### src/rtl/eth_10g_mac_pause_pkg.sv
// eth_10g_mac_pause_pkg: constants and state type shared by the 10G MAC PAUSE frame generator.
package eth_10g_mac_pause_pkg;
    localparam logic [47:0] PAUSE_DA         = 48'h0180C2000001;
    localparam logic [15:0] MAC_CTRL_ETYPE   = 16'h8808;
    localparam logic [15:0] PAUSE_OPCODE     = 16'h0001;
    localparam int          PAUSE_BEATS      = 8;
    localparam logic [2:0]  PAUSE_LAST_EMPTY = 3'd4;
    typedef enum logic {IDLE, SEND} state_t;
endpackage

### src/rtl/eth_10g_mac_tx_pause_frame_ctrl_if.sv
// eth_10g_mac_tx_pause_frame_ctrl_if: 64-bit Avalon-ST link from the PAUSE generator to the TX mux.
interface eth_10g_mac_tx_pause_frame_ctrl_if;
    logic        valid;
    logic        ready;
    logic [63:0] data;
    logic        startofpacket;
    logic        endofpacket;
    logic [2:0]  empty;
    logic [1:0]  error;
    modport master (output valid, data, startofpacket, endofpacket, empty, error, input ready);
    modport slave  (input valid, data, startofpacket, endofpacket, empty, error, output ready);
endinterface

### src/rtl/eth_10g_mac_pause_refresh_timer.sv
// eth_10g_mac_pause_refresh_timer: loadable down-counter; expire pulses on the 1->0 step.
module eth_10g_mac_pause_refresh_timer #(
    parameter int W = 16
) (
    input  logic         clk,
    input  logic         reset_n,
    input  logic         load,
    input  logic [W-1:0] load_val,
    output logic         expire
);
    logic [W-1:0] cnt;

    always_ff @(posedge clk or negedge reset_n) begin
        if (!reset_n)         cnt <= '0;
        else if (load)        cnt <= load_val;
        else if (cnt != '0)   cnt <= cnt - 1'b1;
    end

    // a reload in the same cycle pre-empts the 1->0 step
    assign expire = (cnt == W'(1)) & ~load;
endmodule

### src/rtl/eth_10g_mac_tx_pause_frame_ctrl.sv
// eth_10g_mac_tx_pause_frame_ctrl: sequences 60-byte 802.3x XOFF/XON frames onto the TX flow-control port.
module eth_10g_mac_tx_pause_frame_ctrl
    import eth_10g_mac_pause_pkg::*;
#(
    parameter int HOLDOFF_W = 16,
    parameter bit XON_EN    = 1'b1
) (
    input  logic                 clk,
    input  logic                 reset_n,
    input  logic                 ctrl_enable,
    input  logic                 pause_req,
    input  logic [47:0]          cfg_src_mac,
    input  logic [15:0]          cfg_quanta,
    input  logic [HOLDOFF_W-1:0] cfg_holdoff,
    eth_10g_mac_tx_pause_frame_ctrl_if.master out,
    output logic                 busy,
    output logic                 frame_sent,
    output logic                 sent_xoff
);
    state_t      state, state_nx;
    logic [2:0]  beat;
    logic        req_q, xoff_pend, xon_pend, refr_pend;
    logic        xoff_nx, xon_nx, refr_nx;
    logic        start, last, expire, is_xoff;
    logic [47:0] sa;
    logic [15:0] quanta;
    logic        rise, fall;

    assign rise = pause_req & ~req_q;
    assign fall = ~pause_req & req_q;

    always_ff @(posedge clk or negedge reset_n) begin
        if (!reset_n) state <= IDLE;
        else          state <= state_nx;
    end

    always_comb begin
        state_nx = state;
        start    = 1'b0;
        last     = 1'b0;
        if (state == IDLE) begin
            start    = ctrl_enable & (xon_pend | xoff_pend | refr_pend);
            state_nx = start ? SEND : IDLE;
        end else begin
            last     = out.ready & (beat == 3'(PAUSE_BEATS - 1));
            state_nx = last ? IDLE : SEND;
        end
    end

    // a start consumes every pending request; level at start picks the frame type
    always_comb begin
        xoff_nx = xoff_pend;
        xon_nx  = xon_pend;
        refr_nx = refr_pend;
        if (rise) begin
            xoff_nx = 1'b1;
            xon_nx  = 1'b0;
        end
        if (fall) begin
            xon_nx  = XON_EN;
            xoff_nx = 1'b0;
            refr_nx = 1'b0;
        end
        if (expire & pause_req) refr_nx = 1'b1;
        if (start) begin
            xoff_nx = 1'b0;
            xon_nx  = 1'b0;
            refr_nx = 1'b0;
        end
        if (last & xon_nx & ~xoff_nx & ~refr_nx & pause_req) xon_nx = 1'b0;
    end

    always_ff @(posedge clk or negedge reset_n) begin
        if (!reset_n) begin
            req_q      <= 1'b0;
            xoff_pend  <= 1'b0;
            xon_pend   <= 1'b0;
            refr_pend  <= 1'b0;
            beat       <= '0;
            is_xoff    <= 1'b0;
            sa         <= '0;
            quanta     <= '0;
            frame_sent <= 1'b0;
            sent_xoff  <= 1'b0;
        end else begin
            req_q      <= pause_req;
            xoff_pend  <= xoff_nx;
            xon_pend   <= xon_nx;
            refr_pend  <= refr_nx;
            frame_sent <= last;
            if (start) begin
                is_xoff <= pause_req;
                sa      <= cfg_src_mac;
                quanta  <= pause_req ? cfg_quanta : 16'h0;
                beat    <= '0;
            end else if (state == SEND && out.ready) begin
                beat <= beat + 3'd1;
            end
            if (last) sent_xoff <= is_xoff;
        end
    end

    eth_10g_mac_pause_refresh_timer #(.W(HOLDOFF_W)) u_timer (
        .clk      (clk),
        .reset_n  (reset_n),
        .load     (last & is_xoff & (cfg_holdoff != '0)),
        .load_val (cfg_holdoff),
        .expire   (expire)
    );

    assign out.valid         = (state == SEND);
    assign out.data          = !out.valid ? 64'h0 :
                               beat == 3'd0 ? {PAUSE_DA, sa[47:32]} :
                               beat == 3'd1 ? {sa[31:0], MAC_CTRL_ETYPE, PAUSE_OPCODE} :
                               beat == 3'd2 ? {quanta, 48'h0} : 64'h0;
    assign out.startofpacket = out.valid & (beat == 3'd0);
    assign out.endofpacket   = out.valid & (beat == 3'(PAUSE_BEATS - 1));
    assign out.empty         = out.endofpacket ? PAUSE_LAST_EMPTY : 3'd0;
    assign out.error         = 2'b00;
    assign busy              = out.valid;
endmodule

### src/flat_wrapper.sv
// flat-port wrapper written by rule: the top's interface ports become plain ports
module eth_10g_mac_tx_pause_frame_ctrl_flat import eth_10g_mac_pause_pkg::*;
#(
    parameter int HOLDOFF_W = 16,
    parameter bit XON_EN    = 1'b1
)
  (clk, reset_n, ctrl_enable, pause_req, cfg_src_mac, cfg_quanta, cfg_holdoff, busy, frame_sent, sent_xoff, out_valid, out_data, out_startofpacket, out_endofpacket, out_empty, out_error, out_ready);
  eth_10g_mac_tx_pause_frame_ctrl_if out_i ();
  input  logic clk;
  input  logic reset_n;
  input  logic ctrl_enable;
  input  logic pause_req;
  input  logic [47:0] cfg_src_mac;
  input  logic [15:0] cfg_quanta;
  input  logic [HOLDOFF_W-1:0] cfg_holdoff;
  output logic busy;
  output logic frame_sent;
  output logic sent_xoff;
  output wire logic [$bits(out_i.valid)-1:0] out_valid;
  output wire logic [$bits(out_i.data)-1:0] out_data;
  output wire logic [$bits(out_i.startofpacket)-1:0] out_startofpacket;
  output wire logic [$bits(out_i.endofpacket)-1:0] out_endofpacket;
  output wire logic [$bits(out_i.empty)-1:0] out_empty;
  output wire logic [$bits(out_i.error)-1:0] out_error;
  input wire logic [$bits(out_i.ready)-1:0] out_ready;
  assign out_valid = out_i.valid;
  assign out_data = out_i.data;
  assign out_startofpacket = out_i.startofpacket;
  assign out_endofpacket = out_i.endofpacket;
  assign out_empty = out_i.empty;
  assign out_error = out_i.error;
  assign out_i.ready = out_ready;
  eth_10g_mac_tx_pause_frame_ctrl #(.HOLDOFF_W(HOLDOFF_W), .XON_EN(XON_EN)) u_core (.clk(clk), .reset_n(reset_n), .ctrl_enable(ctrl_enable), .pause_req(pause_req), .cfg_src_mac(cfg_src_mac), .cfg_quanta(cfg_quanta), .cfg_holdoff(cfg_holdoff), .out(out_i), .busy(busy), .frame_sent(frame_sent), .sent_xoff(sent_xoff));
endmodule
### config.mk
export PLATFORM = sky130hd
export DESIGN_NAME = eth_10g_mac_tx_pause_frame_ctrl_flat
export DESIGN_NICKNAME = d
export VERILOG_FILES = /design/src/rtl/eth_10g_mac_pause_pkg.sv /design/src/rtl/eth_10g_mac_tx_pause_frame_ctrl_if.sv /design/src/rtl/eth_10g_mac_pause_refresh_timer.sv /design/src/rtl/eth_10g_mac_tx_pause_frame_ctrl.sv /design/src/flat_wrapper.sv
export SDC_FILE = /design/constraint.sdc
export NUM_CORES = 1
export LEC_CHECK = 0
export CORE_ASPECT_RATIO = 2
export CORE_MARGIN = 2
export CORE_UTILIZATION = 50
export CTS_CLUSTER_SIZE = 14
export DETAILED_ROUTE_END_ITERATION = 10
export HOLD_SLACK_MARGIN = 0.03
export PLACE_DENSITY_LB_ADDON = 0.08
export SLEW_MARGIN = 20
export SYNTH_ARGS = -nofsm -noshare
export SYNTH_HDL_FRONTEND = slang
export SYNTH_HIERARCHICAL = 1
export SYNTH_SLANG_ARGS = --single-unit
### constraint.sdc
create_clock -name clk -period 3.3 [get_ports clk]
set_clock_uncertainty 0.15 [all_clocks]
set_input_delay 0.66 -clock clk [delete_from_list [all_inputs] [get_ports clk]]
set_output_delay 0.66 -clock clk [all_outputs]
set_load 0.01 [all_outputs]
==> flow_metrics.env <==
export IMPL_cts_htree_levels=3
export IMPL_die_x_um=72.96
export IMPL_antenna_found_initial=0
export IMPL_yosys_top_cells_area="dfrtp_1, mux2_1, buf_4, o31ai_1, nand2_1"
export IMPL_dp_cells=670
export IMPL_fin_area_um2=6524
export IMPL_avgViaCountPerCell=5.636
export IMPL_initial_core_util_pct=51.02
export IMPL_cts_buffers=9
export IMPL_num_io_pins=160
export IMPL_period_share_pct=93.20
export IMPL_cts_buffer_depth=2
export IMPL_wl_per_cell_um=17.60
export IMPL_instances_no_fill=685
export IMPL_rsz0062_at_grt="no"
export IMPL_cellPowerDensity_nw_per_um2=820.2
export IMPL_seqCellArea_um2=2277
export IMPL_final_common_cell="clkdlybuf4s50_1"
export IMPL_drc_errors=0
export IMPL_clock_latency_ps=330
export IMPL_finalHoldViolCount=0
export IMPL_vdd_ir_drop_max_v=0.0005132
export IMPL_cp_top_family="simple AND/OR/NAND/NOR gates"
export IMPL_cp_required_ps=2490
export IMPL_fillers=734
export IMPL_slowest_stage="clkdlybuf4s50_1"
export IMPL_grt_max_degree=50
export IMPL_crit_fanout=17
export IMPL_place_congestion=0.8763
export IMPL_ys_ff_latch=91
export IMPL_finalWorstSetupSlack_ps=224.4
export IMPL_crit_chain="inv_1 > ha_1 > nor2b_1 > and3b_2 > and2_1 > clkdlybuf4s50_1"
export IMPL_final_cell_mix="clkdlybuf4s50_1, dfrtp_1, mux2_1, nand2_1, nor2_1"
export IMPL_rows=50
export IMPL_min_period_ps=3076
export IMPL_fin_setup_tns_ps=0
export IMPL_fp_dieArea_um2=10350
export IMPL_grt_util_all_layers_pct=24.08
export IMPL_netlist_instances=447
export IMPL_cts_tree="done"
export IMPL_yosysTopAreaCellShare_pct=47.88
export IMPL_grt_pass1_wl_um=19320
export IMPL_arrival_ps=2270
export IMPL_wl_um=12060
export IMPL_cts_root_buf="clkbuf_16"
export IMPL_dr_pass1_iters=4
export IMPL_drtIter0Drc=241
export IMPL_io_buffers=143
export IMPL_status="finished clean"
export IMPL_synth_flop_cell="dfrtp_1"
export IMPL_placed_area_um2=6187
export IMPL_area_growth_synth_to_final_pct=37.17
export IMPL_fmax_mhz=325.1
export IMPL_drv_slew=0
export IMPL_maxCapViolations=0
export IMPL_dp_final_hpwl_um=8914
export IMPL_worstMarginPinSlew_ps=671.4
export IMPL_crit_path_start_kind="flop"
export IMPL_synth_edf_count=0
export IMPL_avgSynthCellArea_um2=10.64
export IMPL_yosys_warnings=6
export IMPL_die_h_um=141.9
export IMPL_ant_nets=0
export IMPL_final_layout_size_suffix_gt1_share_pct=8.606
export IMPL_seq_area_frac_synth_pct=47.88
export IMPL_post_place_ws_ps=414.2
export IMPL_grt_overflow=0
export IMPL_worst_path_buf_inv=2
export IMPL_path_class="reg2out"
export IMPL_yosysUniqueCellTypes=57
export IMPL_end_kind="primary output"
export IMPL_synth_top_area_cell="dfrtp_1"
export IMPL_min_path_type="in2async"
export IMPL_max_stage_delay_ps=540
export IMPL_first_global_vias=4007
export IMPL_nets=669
export IMPL_relSlewSlack_pct=54.86
export IMPL_multi_input_area_um2=2223
export IMPL_leakage_nw=2.744
export IMPL_cts_num_sinks=91
export IMPL_clk_pin_slew_ps=60
export IMPL_syn_cell_area_um2=4756
export IMPL_finalSetupViolCount=0
export IMPL_num_vias=3861
export IMPL_antenna_cells=0
export IMPL_async_flop_share_pct=100.0
export IMPL_core_area_um2=9321
[registers in the layout, indices dropped and copies added, names as in the netlist]
name                cells
u_core/req_q            1
u_core/sa              48
u_core/u_timer/cnt     16
u_core/refr_pend        1
u_core/quanta          16
u_core/busy             1
u_core/xon_pend         1
u_core/sent_xoff        1
u_core/frame_sent       1
u_core/is_xoff          1
u_core/xoff_pend        1
u_core/beat             3
[logic make-up (layout without fill, tap and decap cells)]
family                   after synthesis  in the layout  synth area share (%)
buffers and inverters                 57            176                 6.682
other                                  1             16               0.07885
XOR/XNOR                               6              6                 1.105
flip-flops                            91             91                 47.88
AO/OA/AOI/OAI                         85             85                 12.15
multiplexers                          53             53                 12.50
AND/OR/NAND/NOR                      147            147                 17.76
adder cells (fa/ha/maj)                7              7                 1.842
[through the flow]
stage / power [mW] / utilization, % / hold WS (ps)
detailed placement: 4.248 / 66.38 / 317.8
global placement: 4.184 / 66.38 / 309.7
finish: 5.351 / 69.99 / 192.7
global route: 5.700 / 69.99 / 248.8
floorplan: 3.254 / - / 214.4
CTS: 5.380 / 69.88 / 217.0
[power by group]
part / total, mW / switching, mW / internal, mW
Combinational: 2.23 / 1.03 / 1.20
Clock: 1.12 / 0.417 / 0.701
Sequential: 2.00 / 0.384 / 1.62
[repair_timing]
item	CTS	global route
resized for setup	0	4
hold buffers	0	0
setup buffers	0	0
endpoints found under the setup margin	0	28
[cell usage after synthesis (all sizes together) (7+ instances only)]
cell type and count:
dfrtp 91, nand2 36, nor2b 9, and3 17
buf 34, a21oi 8, mux2 51, o31ai 19
nand4 8, a22oi 14, nor4 9, clkbuf 16
o21ai 26, ha 7, nor2 25, and2 16
[final cells by class]
class,count,share of cell area (%)
clock buffers,11,3.874
clock inverters,4,1.132
multi-input cells,314,34.08
inverters,7,0.4028
repair buffers,154,23.61
flip-flops and latches,91,34.91
well taps,104,1.995
[worst paths after layout]
kind                                 from                end  slack [ps]  cells after the start
setup / recovery           u_core/beat[1]       out_data[36]         220                      6
hold / removal                    reset_n  u_core/quanta[14]         190                      1
setup reg to reg              u_core/busy    u_core/xon_pend         930                      8
hold reg to reg             u_core/sa[37]      u_core/sa[37]         330                      1
max in group asynchronous         reset_n   u_core/quanta[0]        2150                      2
min in group clk            u_core/sa[37]      u_core/sa[37]         330                      1
[per-layer routing]
metal  track usage (%)  share of wire [%]  vias up
met4             11.11                3.3        0
met5                 0                  0        -
met3             3.977                4.5       27
met2             45.26                 57      133
li1                  -                  -     1820
met1             24.97                 35     1881
[worst reg2reg max path, cell delays in order (launching register included)]
cell and delay [ps]:
dfrtp_1 570, buf_4 290, and3_1 300, and3_1 260, nor4b_1 80, and4_1 220
nand2_1 80, nand3_1 80, a41o_1 240
Note: power is estimated with default switching activity, not from simulation.
